## config.mk

```make
export PLATFORM = sky130hd
export DESIGN_NAME = hazard_unit
export DESIGN_NICKNAME = d
export VERILOG_FILES = /design/src/rtl/hazard_pkg.sv /design/src/rtl/hazard_unit_sat_counter.sv /design/src/rtl/hazard_unit.sv
export SDC_FILE = /design/constraint.sdc
export NUM_CORES = 1
export LEC_CHECK = 0
export CORE_MARGIN = 5
export CORE_UTILIZATION = 46
export CTS_CLUSTER_SIZE = 28
export DETAILED_ROUTE_END_ITERATION = 10
export GPL_TIMING_DRIVEN = 0
export PLACE_DENSITY = 0.75
export RECOVER_POWER = 50
export SYNTH_ARGS = -nofsm -noshare
export SYNTH_HDL_FRONTEND = slang
export SYNTH_SLANG_ARGS = --single-unit
```

## constraint.sdc

```tcl
create_clock -name clock -period 2.4 [get_ports clock]
set_input_delay 0.48 -clock clock [delete_from_list [all_inputs] [get_ports clock]]
set_output_delay 0.48 -clock clock [all_outputs]
set_load 0.02 [all_outputs]
```

## src/rtl/hazard_pkg.sv

```systemverilog
`default_nettype none
// ============================================================================
// Module      : hazard_pkg
// Description : Shared types and constants for the pipeline hazard unit.
// Revision    : 1.0 - initial release
// ============================================================================
package hazard_pkg;

    // Scoreboard rd field width; the register address is zero-extended into it.
    localparam int c_RD_W = 8;

    localparam int c_SEL_RF = 0;
    localparam int c_SEL_E  = 1;

    localparam int c_STG_E = 0;
    localparam int c_STG_M = 1;
    localparam int c_STG_W = 2;

    typedef struct packed {
        logic              valid;
        logic [c_RD_W-1:0] rd;
        logic              wb;
        logic              load;
    } sb_entry_t;

endpackage
`default_nettype wire

```

## src/rtl/hazard_unit_sat_counter.sv

```systemverilog
`default_nettype none
// ============================================================================
// Module      : sat_counter
// Description : Up-counter that holds at all-ones.
// Revision    : 1.0 - initial release
// ============================================================================
module sat_counter #(
    parameter int WIDTH = 32
) (
    input  logic             clk,
    input  logic             rst,
    input  logic             i_inc,
    output logic [WIDTH-1:0] o_count
);

    logic [WIDTH-1:0] r_count;

    always_ff @(posedge clk) begin
        if (rst) begin
            r_count <= '0;
        end else if (i_inc && (r_count != {WIDTH{1'b1}})) begin
            r_count <= r_count + WIDTH'(1);
        end
    end

    assign o_count = r_count;

endmodule
`default_nettype wire

```

## src/rtl/hazard_unit.sv

```systemverilog
`default_nettype none
// ============================================================================
// Module      : hazard_unit
// Description : Scoreboard-based forwarding, stall and flush control for the
//               five-stage pipeline, with saturating stall/flush counters.
// Revision    : 1.0 - initial release
// ============================================================================
module hazard_unit
    import hazard_pkg::*;
#(
    parameter  int REG_AW     = 5,
    parameter  int DEPTH      = 3,
    parameter  int LOAD_STAGE = 1,
    parameter  int FWD_EN     = 1,
    parameter  int CNT_W      = 32,
    localparam int SEL_W      = $clog2(DEPTH + 1)
) (
    input  logic              clock,
    input  logic              reset,
    input  logic              d_valid,
    input  logic [REG_AW-1:0] d_rs1,
    input  logic [REG_AW-1:0] d_rs2,
    input  logic              d_rs1_used,
    input  logic              d_rs2_used,
    input  logic [REG_AW-1:0] d_rd,
    input  logic              d_wb_en,
    input  logic              d_is_load,
    input  logic              e_brn_tkn,
    output logic              stall_fd,
    output logic              bubble_e,
    output logic              flush_fd,
    output logic [SEL_W-1:0]  fwd_a_sel,
    output logic [SEL_W-1:0]  fwd_b_sel,
    output logic [CNT_W-1:0]  stall_cnt,
    output logic [CNT_W-1:0]  flush_cnt
);

    sb_entry_t         r_sb [DEPTH];
    sb_entry_t         w_new;
    logic [c_RD_W-1:0] w_rs1_x;
    logic [c_RD_W-1:0] w_rs2_x;
    logic              w_chk_a;
    logic              w_chk_b;
    logic [DEPTH-1:0]  w_hit_a;
    logic [DEPTH-1:0]  w_hit_b;
    logic              w_stall_a;
    logic              w_stall_b;
    logic [SEL_W-1:0]  w_sel_a;
    logic [SEL_W-1:0]  w_sel_b;

    assign w_rs1_x = c_RD_W'(d_rs1);
    assign w_rs2_x = c_RD_W'(d_rs2);
    assign w_chk_a = d_valid & d_rs1_used & (d_rs1 != '0);
    assign w_chk_b = d_valid & d_rs2_used & (d_rs2 != '0);

    generate
        for (genvar k = 0; k < DEPTH; k++) begin : g_match
            assign w_hit_a[k] = r_sb[k].valid & r_sb[k].wb & (r_sb[k].rd == w_rs1_x);
            assign w_hit_b[k] = r_sb[k].valid & r_sb[k].wb & (r_sb[k].rd == w_rs2_x);
        end
    endgenerate

    // Scan oldest to youngest so the youngest matching producer wins.
    always_comb begin
        w_stall_a = 1'b0;
        w_stall_b = 1'b0;
        w_sel_a   = SEL_W'(c_SEL_RF);
        w_sel_b   = SEL_W'(c_SEL_RF);
        for (int k = DEPTH - 1; k >= 0; k--) begin
            if (w_chk_a && w_hit_a[k]) begin
                if ((FWD_EN == 0) || (r_sb[k].load && (k < LOAD_STAGE))) begin
                    w_stall_a = 1'b1;
                    w_sel_a   = SEL_W'(c_SEL_RF);
                end else begin
                    w_stall_a = 1'b0;
                    w_sel_a   = SEL_W'(c_SEL_E + k);
                end
            end
            if (w_chk_b && w_hit_b[k]) begin
                if ((FWD_EN == 0) || (r_sb[k].load && (k < LOAD_STAGE))) begin
                    w_stall_b = 1'b1;
                    w_sel_b   = SEL_W'(c_SEL_RF);
                end else begin
                    w_stall_b = 1'b0;
                    w_sel_b   = SEL_W'(c_SEL_E + k);
                end
            end
        end
    end

    assign flush_fd  = e_brn_tkn & r_sb[0].valid;
    assign stall_fd  = (w_stall_a | w_stall_b) & ~flush_fd;
    assign bubble_e  = stall_fd | flush_fd;
    assign fwd_a_sel = bubble_e ? SEL_W'(c_SEL_RF) : w_sel_a;
    assign fwd_b_sel = bubble_e ? SEL_W'(c_SEL_RF) : w_sel_b;

    always_comb begin
        w_new       = '0;
        w_new.valid = d_valid;
        w_new.rd    = c_RD_W'(d_rd);
        w_new.wb    = d_wb_en & (d_rd != '0);
        w_new.load  = d_is_load;
    end

    always_ff @(posedge clock) begin
        if (reset) begin
            for (int k = 0; k < DEPTH; k++) begin
                r_sb[k] <= '0;
            end
        end else begin
            r_sb[0] <= bubble_e ? sb_entry_t'('0) : w_new;
            for (int k = 1; k < DEPTH; k++) begin
                r_sb[k] <= r_sb[k-1];
            end
        end
    end

    sat_counter #(
        .WIDTH (CNT_W)
    ) u_stall_cnt (
        .clk     (clock),
        .rst     (reset),
        .i_inc   (stall_fd),
        .o_count (stall_cnt)
    );

    sat_counter #(
        .WIDTH (CNT_W)
    ) u_flush_cnt (
        .clk     (clock),
        .rst     (reset),
        .i_inc   (flush_fd),
        .o_count (flush_cnt)
    );

endmodule
`default_nettype wire

```

Word-level counts from Yosys, hierarchy flattened
Memory sizes are Yosys's and may differ from the RTL's.
Cells that the tools add are included.

storage, ports and cells
  memory bits (writable) = 33
  memories kept = 1
  register bits = 64

memories
  name  words  width  read ports  clocked after Yosys merged registers in  wr ports  line               source
  r_sb  3      11     3           0                                        3         hazard_unit.sv:38  sb_entry_t r_sb [DEPTH];

operators by class
  bitwise logic cells = 22
  mux-type cells = 19
  equality and inequality tests = 8
  reduce and logical (&&, ||, !) cells = 11
  add/sub/neg operators = 2

operator list
  kind                     count
  $add A32 B1 Y32 const B  2
  $ne A32 B32 Y1 const B   2
  $eq A8 B5 Y1             6
  $mux W11                 4
  $and A1 B1 Y1            16
  $mux W2                  8
  $reduce_bool A5 Y1       3
  $logic_and A1 B1 Y1      8
  $mux W1                  7
  $or A1 B1 Y1             5
  $not A1 Y1               1

Logic depth before layout (Yosys ltp)
Gate-level depths: netlist of the first run.
An unclocked memory read counts as a cell.

  word-level depth = 10
  depth in mapped cells = 9
  gate-level depth less buffers = 7

By module
From an unflattened synthesis of the first run, not the netlist that was laid out.

unflattened totals
  cells, all modules = 510
  area total of the unflattened synthesis = 4519.3 um^2

by module, submodules not included
  module       sequential area each (um^2)  area each (um^2)  times used  cells each
  sat_counter  640.6                        1674.1            2           199
  hazard_unit  440.4                        1171.1            1           112

Worst setup path after synthesis of the first run
Ideal clock, no wire load.

  path kind = in2out
  start = input d_rs2[1]
  end = output fwd_a_sel[1]
  data arrival time = 2.254 ns
  path buffers = 0
  stages = 6
  setup slack = -0.334 ns
  required time = 1.920 ns
  cells stage by stage = or4_1 o211ai_2 nor4_4 o21ai_1 nand2_1 a211oi_1

between the ends
  cells in the longest elaborated chain, start to end = 8
  elaborated cells between the ends (all ways) = 10

ends and longest elaborated chain
  element                                                    line                                  source
  start: declaration                                         hazard_unit.sv:22                     input logic [REG_AW-1:0] d_rs2,
  $eq A8 B5 Y1 / $reduce_bool A5 Y1 (equally long branches)  hazard_unit.sv:59, hazard_unit.sv:54
  $and A1 B1 Y1, on equally long branches                    hazard_unit.sv:59, hazard_unit.sv:54
  $logic_and A1 B1 Y1 *                                      hazard_unit.sv:79                     if (w_chk_b && w_hit_b[k]) begin
  $mux W1 *                                                  hazard_unit.sv:79
  $or A1 B1 Y1 *                                             hazard_unit.sv:92                     assign stall_fd = (w_stall_a | w_stall_b) & ~flush_fd;
  $and A1 B1 Y1 *                                            hazard_unit.sv:92
  $or A1 B1 Y1 *                                             hazard_unit.sv:93                     assign bubble_e = stall_fd | flush_fd;
  via bubble_e                                               hazard_unit.sv:30                     output logic bubble_e,
  $mux W2 *                                                  hazard_unit.sv:94                     assign fwd_a_sel = bubble_e ? SEL_W'(c_SEL_RF) : w_sel_a;
  end: declaration                                           hazard_unit.sv:32                     output logic [SEL_W-1:0] fwd_a_sel,

The timed path passes the listed nets; every way through them passes the cells marked *.

Worst setup path in the final report of the first run
  start = input d_rs2[4]
  end = output fwd_b_sel[1]

between the ends
  cells in the longest elaborated chain, start to end = 8
  elaborated cells between the ends (all ways) = 19

ends and longest elaborated chain
  element                                                    line                                  source
  $eq A8 B5 Y1 / $reduce_bool A5 Y1 (equally long branches)  hazard_unit.sv:59, hazard_unit.sv:54
  $and A1 B1 Y1, on equally long branches                    hazard_unit.sv:59, hazard_unit.sv:54
  $logic_and A1 B1 Y1                                        hazard_unit.sv:79
  $mux W1                                                    hazard_unit.sv:79
  $or A1 B1 Y1                                               hazard_unit.sv:92
  $and A1 B1 Y1                                              hazard_unit.sv:92
  $or A1 B1 Y1                                               hazard_unit.sv:93
  $mux W2 *                                                  hazard_unit.sv:95                     assign fwd_b_sel = bubble_e ? SEL_W'(c_SEL_RF) : w_sel_b;
  end: declaration                                           hazard_unit.sv:33                     output logic [SEL_W-1:0] fwd_b_sel,

Every way passes the cells marked *; elsewhere a longest branch is shown, timed or not.

==> run_results.csv, run 1 <==
group,metric,value,unit
run_status,outcome,"complete, but fails checks",
run_status,violations,"negative setup slack",
power,total_switching_power,0.000619,W
yosys,cell_type_with_the_largest_total_area_after_synthesis,"sky130_fd_sc_hd__dfxtp_1",
place,dp_hpwl,8340,um
yosys,synth_seq_area_share,40.6,%
yosys,synth.avg_cell_area,8.66,um2
yosys,synth_nets,515,
layout,layout-drive-gt1-share,15.5,%
place,port-buffer-count,93,
power,power.ir.vdd_worst,0.269,mV
cts,cts_root_buffer,"sky130_fd_sc_hd__clkbuf_8",
sta,max_slew_margin,58.5,%
grt,wire_length_of_the_first_global_routing_pass,19000,um
critical_path,crit_fanout,5,
sta,final-hold-violation-count,0,
power,total_power,0.00261,W
layout,finalNonFillerCells,725,
cts,htreeDepth,3,
grt,global_route_total_usage_across_every_layer,20.4,%
route,detail_route.wl_per_cell,15.9,um
place,place.detailed.instances,694,
cts,clock_transition_at_the_registers_of_the_reported_paths,0.08,ns
grt,globalRoute.totalOverflow,0,
critical_path,critical_path_required,1.92,ns
sta,worst_pin_slew,0.620,ns
route,finalWirelength,11500,um
yosys,synth.top_cells.by_area,"sky130_fd_sc_hd__dfxtp_1 41%, sky130_fd_sc_hd__xnor2_1 8.5%, sky130_fd_sc_hd__nor2_1 4.8%, sky130_fd_sc_hd__nand4_1 4.6%, sky130_fd_sc_hd__xor2_1 3.9%",
yosys,synthesis.instances,490,
layout,finalNetCount,634,
critical_path,critPathKind,"primary input to output port",
layout,layout-area-overhead-vs-synth,37.5,%
floorplan,die_area,11200,um2
route,vias,4100,
sta,clock-skew-final,0.00584,ns
route,pre_antenna_drt_iters,5,
sta,setup_slack,-0.203,ns
route,drt_first_iter_violations,149,
cts,clk_latency,0.36,ns
cts,cts.path.max_buffers,2,
cts,hold_buffers,0,
grt,grt_max_degree,14,
critical_path,startpoint_types,"primary input",
sta,timing.fmax,384,MHz
cts,clock-sinks,86,
layout,ff_latch_area,1740,um2
layout,num_antenna_cells,0,
sta,final_max_slew_viol_count,0,
floorplan,die_x,106,um
layout,final_cell_mix,"79 x sky130_fd_sc_hd__dfxtp_1, 51 x sky130_fd_sc_hd__nor2_1, 48 x sky130_fd_sc_hd__dlygate4sd3_1",
layout,layout.filler_cells,776,
sta,rsz0062_at_grt,"yes",
yosys,post_synth_num_cell_types,40,
place,gpl_congestion,0.850,
layout,layout.cells.most_common,"sky130_fd_sc_hd__dfxtp_1",
critical_path,data_arrival_critical_path,2.12,ns
floorplan,fp.dieH,106,um
critical_path,endpoint_type_of_the_worst_setup_path,"output port",
floorplan,initial_utilization,46.6,%
sta,worst_hold_slack,0.479,ns
route,post_drt_via_cell_ratio,5.66,
sta,final.min_clock_period,2.60,ns
sta,finalSetupViolations,6,
floorplan,core_region_area,9110,um2
power,pwr-share-comb,6.9,%
power,power.switching_fraction,23.8,%
power,power.density,447,nW/um2
power,share_clk_of_total_power,37.3,%
yosys,synthDominantCellAreaShare,40.6,%
run,max_cap_violations,0,
yosys,ys_seq_elements,86,
cts,tritoncts_clock_tree,"done",
worst_hold_path,min-delay-path-class,"flip-flop to flip-flop",
power,total_leakage_power,2.12,nW
floorplan,pin_count,94,
yosys,mappedNetlistArea,4250,um2
route,remaining_drc_errors,0,
cts,cts_made_buffers,9,
grt,grt_pass1_vias,4002,
yosys,synthesis.yosys.warnings,0,
layout,multi_input_area,2610,um2
sta,timing.final.crit_share,108,%
power,internal_power,0.00199,W
route,drtAntennaViolNets,0,
floorplan,num_rows,35,
grt,grt_antenna_before_repair,0,
power,power.sequential.fraction,55.9,%
## critical path, cell delays in order
cell and delay (ns):
sky130_fd_sc_hd__buf_8 0.10, sky130_fd_sc_hd__or4_4 0.55, sky130_fd_sc_hd__o211ai_4 0.23, sky130_fd_sc_hd__nor4_4 0.09, sky130_fd_sc_hd__o21ai_2 0.20, sky130_fd_sc_hd__nand2_4 0.12
sky130_fd_sc_hd__a211oi_4 0.20, sky130_fd_sc_hd__buf_6 0.15
## flip-flops by register name, summed over array words and instances, names as in the netlist
signal,flops
u_flush_cnt.o_count,32
r_sb,22
u_stall_cnt.o_count,32
## path summary, 6_finish.rpt
| kind | startpoint | to | slack [ns] | cells past startpoint |
|---|---|---|---|---|
| max | d_rs2[4] | fwd_b_sel[1] | -0.20 | 8 |
| max reg2reg | u_stall_cnt.o_count[15] | u_stall_cnt.o_count[13] | 0.02 | 7 |
| min reg2reg | r_sb[0][21] | r_sb[0][32] | 0.48 | 1 |
| min | r_sb[0][21] | r_sb[0][32] | 0.48 | 1 |
## logic make-up (layout without fill, tap and decap cells)
logic type               Yosys count  count (layout)  synth area share, %
adder cells (fa/ha/maj)            2               2                0.589
flip-flops                        86              86                 40.6
AND/OR/NAND/NOR                  245             245                 32.7
AO/OA/AOI/OAI                     69              69                 9.81
multiplexers                       6               6                 1.59
buffers and inverters             22             146                 2.36
XOR/XNOR                          60              60                 12.4
## Yosys cell counts
cell type	number
sky130_fd_sc_hd__dfxtp_1	86
sky130_fd_sc_hd__nor2_1	54
sky130_fd_sc_hd__xnor2_1	41
sky130_fd_sc_hd__nand2_1	31
sky130_fd_sc_hd__nand4_1	31
sky130_fd_sc_hd__a21oi_1	30
sky130_fd_sc_hd__nand3_1	20
sky130_fd_sc_hd__nor2b_1	20
sky130_fd_sc_hd__or3_1	19
sky130_fd_sc_hd__xor2_1	19
sky130_fd_sc_hd__and3_1	15
sky130_fd_sc_hd__and4_1	12
sky130_fd_sc_hd__or4_1	12
sky130_fd_sc_hd__and2_1	11
sky130_fd_sc_hd__clkbuf_1	11
sky130_fd_sc_hd__o21ai_0	11
sky130_fd_sc_hd__o21ai_1	8
sky130_fd_sc_hd__o31ai_1	8
sky130_fd_sc_hd__mux2_1	6
sky130_fd_sc_hd__nor3_1	6
sky130_fd_sc_hd__inv_1	5
sky130_fd_sc_hd__nor4_1	4
sky130_fd_sc_hd__o211ai_2	3
sky130_fd_sc_hd__o41ai_1	3
sky130_fd_sc_hd__or4b_1	3
sky130_fd_sc_hd__a211oi_1	2
sky130_fd_sc_hd__buf_2	2
sky130_fd_sc_hd__buf_6	2
sky130_fd_sc_hd__ha_1	2
sky130_fd_sc_hd__nor4_4	2
sky130_fd_sc_hd__nor4b_1	2
sky130_fd_sc_hd__a311oi_1	1
sky130_fd_sc_hd__a31oi_1	1
sky130_fd_sc_hd__buf_1	1
sky130_fd_sc_hd__inv_2	1
sky130_fd_sc_hd__nand3b_1	1
sky130_fd_sc_hd__nor3b_2	1
sky130_fd_sc_hd__o211ai_1	1
sky130_fd_sc_hd__o311a_1	1
sky130_fd_sc_hd__or3b_1	1
## power by group through the flow
stage          registers [W]  clock network [W]  logic [W]
2_1_floorplan        0.00149                  0  0.0000883
3_3_place_gp         0.00149                  0   0.000163
5_1_grt              0.00146            0.00104   0.000194
3_5_place_dp         0.00149                  0   0.000167
4_1_cts              0.00146           0.000984   0.000177
6_report             0.00146           0.000971   0.000179
## layout make-up
| type | count | area share (%) |
|---|---|---|
| Tap cell | 111 | 2.38 |
| Clock buffer | 13 | 2.89 |
| Multi-Input combinational cell | 382 | 44.7 |
| Timing Repair Buffer | 109 | 18.0 |
| Inverter | 6 | 0.471 |
| Sequential cell | 86 | 29.7 |
| Clock inverter | 3 | 0.300 |
| Buffer | 15 | 1.54 |
## per-layer routing
layer / share of wire, % / GRT usage, % / wire [um] / vias to the layer above
met5: 0 / 0 / 0 / -
met4: 1.4 / 6.94 / 164 / 0
met1: 44 / 25.4 / 5120 / 1940
met2: 49 / 35.4 / 5610 / 131
li1: - / - / - / 2014
met3: 5.6 / 3.76 / 646 / 15
## stage by stage
step                setup TNS, ns  util (%)  instance area [um2]  worst slack (ns)
CTS                         -1.01      62.7                 5710            -0.211
global placement           -35.93      58.7                 5350             -1.30
global route                -1.32      64.1                 5840            -0.247
finish                     -0.957      64.1                 5840            -0.203
detailed placement         -39.35      58.7                 5350             -1.37
floorplan                  -0.277         -                 4280           -0.0873
## timing repair
action / 4_1_cts / 5_1_grt
resized for setup: 106 / 40
setup buffers: 11 / 5
pin swaps: 14 / 8
endpoints found under the setup margin: 47 / 45
(Power assumes the default switching activity.)
==> run 2: changes to the inputs <==
Settings changed: GPL_ROUTABILITY_DRIVEN set to 0.
==> results of run 2 <==
Final layout, timing and power as in run 1 (identical DEF).
==> run 3: changes to the inputs <==
Settings changed: CTS_BUF_LIST set to sky130_fd_sc_hd__clkbuf_16.
==> run_results.csv, run 3 (synthesis results as in run 1) <==
group,metric,value,unit
power,internal_power,0.00222,W
grt,global_route_total_usage_across_every_layer,21.0,%
critical_path,data_arrival_critical_path,2.14,ns
grt,globalRouteMet1Util,26.0,%
floorplan,pin_count,94,
sta,timing.fmax,382,MHz
floorplan,initial_utilization,46.6,%
critical_path,critical_path.cell_chain,"buf_8 -> or4_4 -> o211ai_4 -> nor4_4 -> o21ai_2 -> nand2_4 -> a211oi_4 -> buf_6",
critical_path,crit_fanout,5,
cts,cts_made_buffers,9,
power,power.ir.vdd_worst,0.278,mV
run_status,outcome,"complete, but fails checks",
cts,cts_root_buffer,"sky130_fd_sc_hd__clkbuf_16",
layout,finalNonFillerCells,725,
power,power.density,470,nW/um2
route,drtAntennaViolNets,0,
route,pre_antenna_drt_iters,5,
layout,final_cell_mix,"80 x sky130_fd_sc_hd__dfxtp_1, 58 x sky130_fd_sc_hd__dlygate4sd3_1, 49 x sky130_fd_sc_hd__nor2_1",
place,detailed_place.area,5350,um2
route,post_drt_via_cell_ratio,5.81,
grt,grt_use_met2,36.2,%
layout,num_antenna_cells,0,
power,share_clk_of_total_power,42.6,%
layout,layout.cells.most_common,"sky130_fd_sc_hd__dfxtp_1",
critical_path,critPathKind,"primary input to output port",
grt,met3_usage,4.19,%
critical_path,cpPeakStageDelay,0.53,ns
critical_path,crit_slowest_cell,"sky130_fd_sc_hd__or4_4",
power,total_switching_power,0.000655,W
floorplan,num_rows,35,
grt,grt_antenna_before_repair,0,
layout,finish.utilization,67.2,%
critical_path,critical_path_required,1.92,ns
grt,busiest_layer,"met2",
place,dp_hpwl,8340,um
sta,setup_slack,-0.218,ns
route,finalWirelength,12400,um
layout,layout-drive-gt1-share,18.4,%
cts,clk_latency,0.33,ns
place,port-buffer-count,93,
layout,layout.filler_cells,720,
sta,rsz0062_at_grt,"yes",
critical_path,endpoint_type_of_the_worst_setup_path,"output port",
power,pwr-share-comb,6.5,%
sta,max_slew_margin,63.3,%
power,total_leakage_power,2.27,nW
sta,timing.setup.tns,-1.08,ns
layout,final_cell_area,6120,um2
run_status,violations,"negative setup slack",
route,remaining_drc_errors,0,
grt,grt_max_degree,14,
layout,layout-area-overhead-vs-synth,44.1,%
floorplan,fp.dieH,106,um
route,detail_route.wl_per_cell,17.1,um
sta,clock-skew-final,0.00532,ns
cts,clock_transition_at_the_registers_of_the_reported_paths,0.06,ns
cts,clock-sinks,86,
sta,worst_pin_slew,0.550,ns
grt,grt_pass1_vias,4051,
route,vias,4210,
cts,tritoncts_clock_tree,"done",
cts,hold_buffers,0,
grt,wire_length_of_the_first_global_routing_pass,19500,um
floorplan,core_region_area,9110,um2
sta,final.min_clock_period,2.62,ns
critical_path,startpoint_types,"primary input",
route,drt_first_iter_violations,204,
floorplan,die_area,11200,um2
run,max_cap_violations,0,
sta,timing.final.crit_share,109,%
power,power.sequential.fraction,50.9,%
layout,finalNetCount,634,
floorplan,die_x,106,um
sta,finalSetupViolations,6,
sta,worst_hold_slack,0.471,ns
worst_hold_path,min-delay-path-class,"flip-flop to flip-flop",
cts,cts.path.max_buffers,2,
cts,htreeDepth,3,
place,place.detailed.instances,694,
critical_path,reg2reg_setup_slack,0.06,ns
grt,globalRoute.totalOverflow,0,
sta,final_max_slew_viol_count,0,
sta,final-hold-violation-count,0,
power,power.switching_fraction,22.8,%
==> run 3: changes by cell type in the layout (fill, tap and decap cells not counted), sizes merged <==
cell / previous run / this run
inv: 6 / 7
clkinv: 2 / 5
dlygate4sd3: 48 / 58
buf: 35 / 37
clkbuf: 24 / 18
clkdlybuf4s50: 25 / 15
==> run 3: repair_timing <==
action	CTS	global route
cloned	0	1
endpoints found under the setup margin	48	38
setup buffers	12	4
hold endpoints to repair	0	0
pin swaps	15	17
gates resized for setup	111	67
==> run 3: metal layers <==
metal / vias to the layer above / part of all wire, %
met2: 146 / 49
met5: - / 0
met3: 29 / 5.6
met1: 2011 / 42
li1: 2024 / -
met4: 0 / 2.8
==> run 3: final cells by class <==
type                            count  area (um2)  area share (%)
Buffer                             15        91.3            1.49
Inverter                            6        27.5           0.450
Multi-Input combinational cell    382        2790            45.6
Timing Repair Buffer              109        1080            17.7
Clock inverter                      7        32.5           0.532
Tap cell                          111         139            2.27
Clock buffer                        9         225            3.68
Sequential cell                    86        1730            28.3
==> run 3: metrics by stage <==
step                total power, W  setup WS [ns]
floorplan                  0.00158        -0.0873
global placement           0.00165          -1.30
detailed placement         0.00166          -1.37
CTS                        0.00288         -0.207
global route               0.00297         -0.272
finish                     0.00287         -0.218
==> run 3: path summary, 6_finish.rpt <==
check               from                 endpoint  cells after the start
max reg2reg   r_sb[0][6]  u_stall_cnt.o_count[26]                      9
max             d_rs1[3]             fwd_b_sel[1]                      8
min          r_sb[0][12]              r_sb[0][23]                      1
min reg2reg  r_sb[0][12]              r_sb[0][23]                      1
==> run 3: worst max-delay path, delay by kind of cell <==
family,cells,cell delay (ns)
simple gates,3,0.76
compound gates,3,0.65
buf+inv,2,0.24
==> run 3: power groups by stage <==
stage | clock network, W | registers, W | logic (W)
5_1_grt | 0.00130 | 0.00146 | 0.000201
3_3_place_gp | 0 | 0.00149 | 0.000163
6_report | 0.00122 | 0.00146 | 0.000186
3_5_place_dp | 0 | 0.00149 | 0.000167
2_1_floorplan | 0 | 0.00149 | 0.0000883
4_1_cts | 0.00125 | 0.00146 | 0.000177
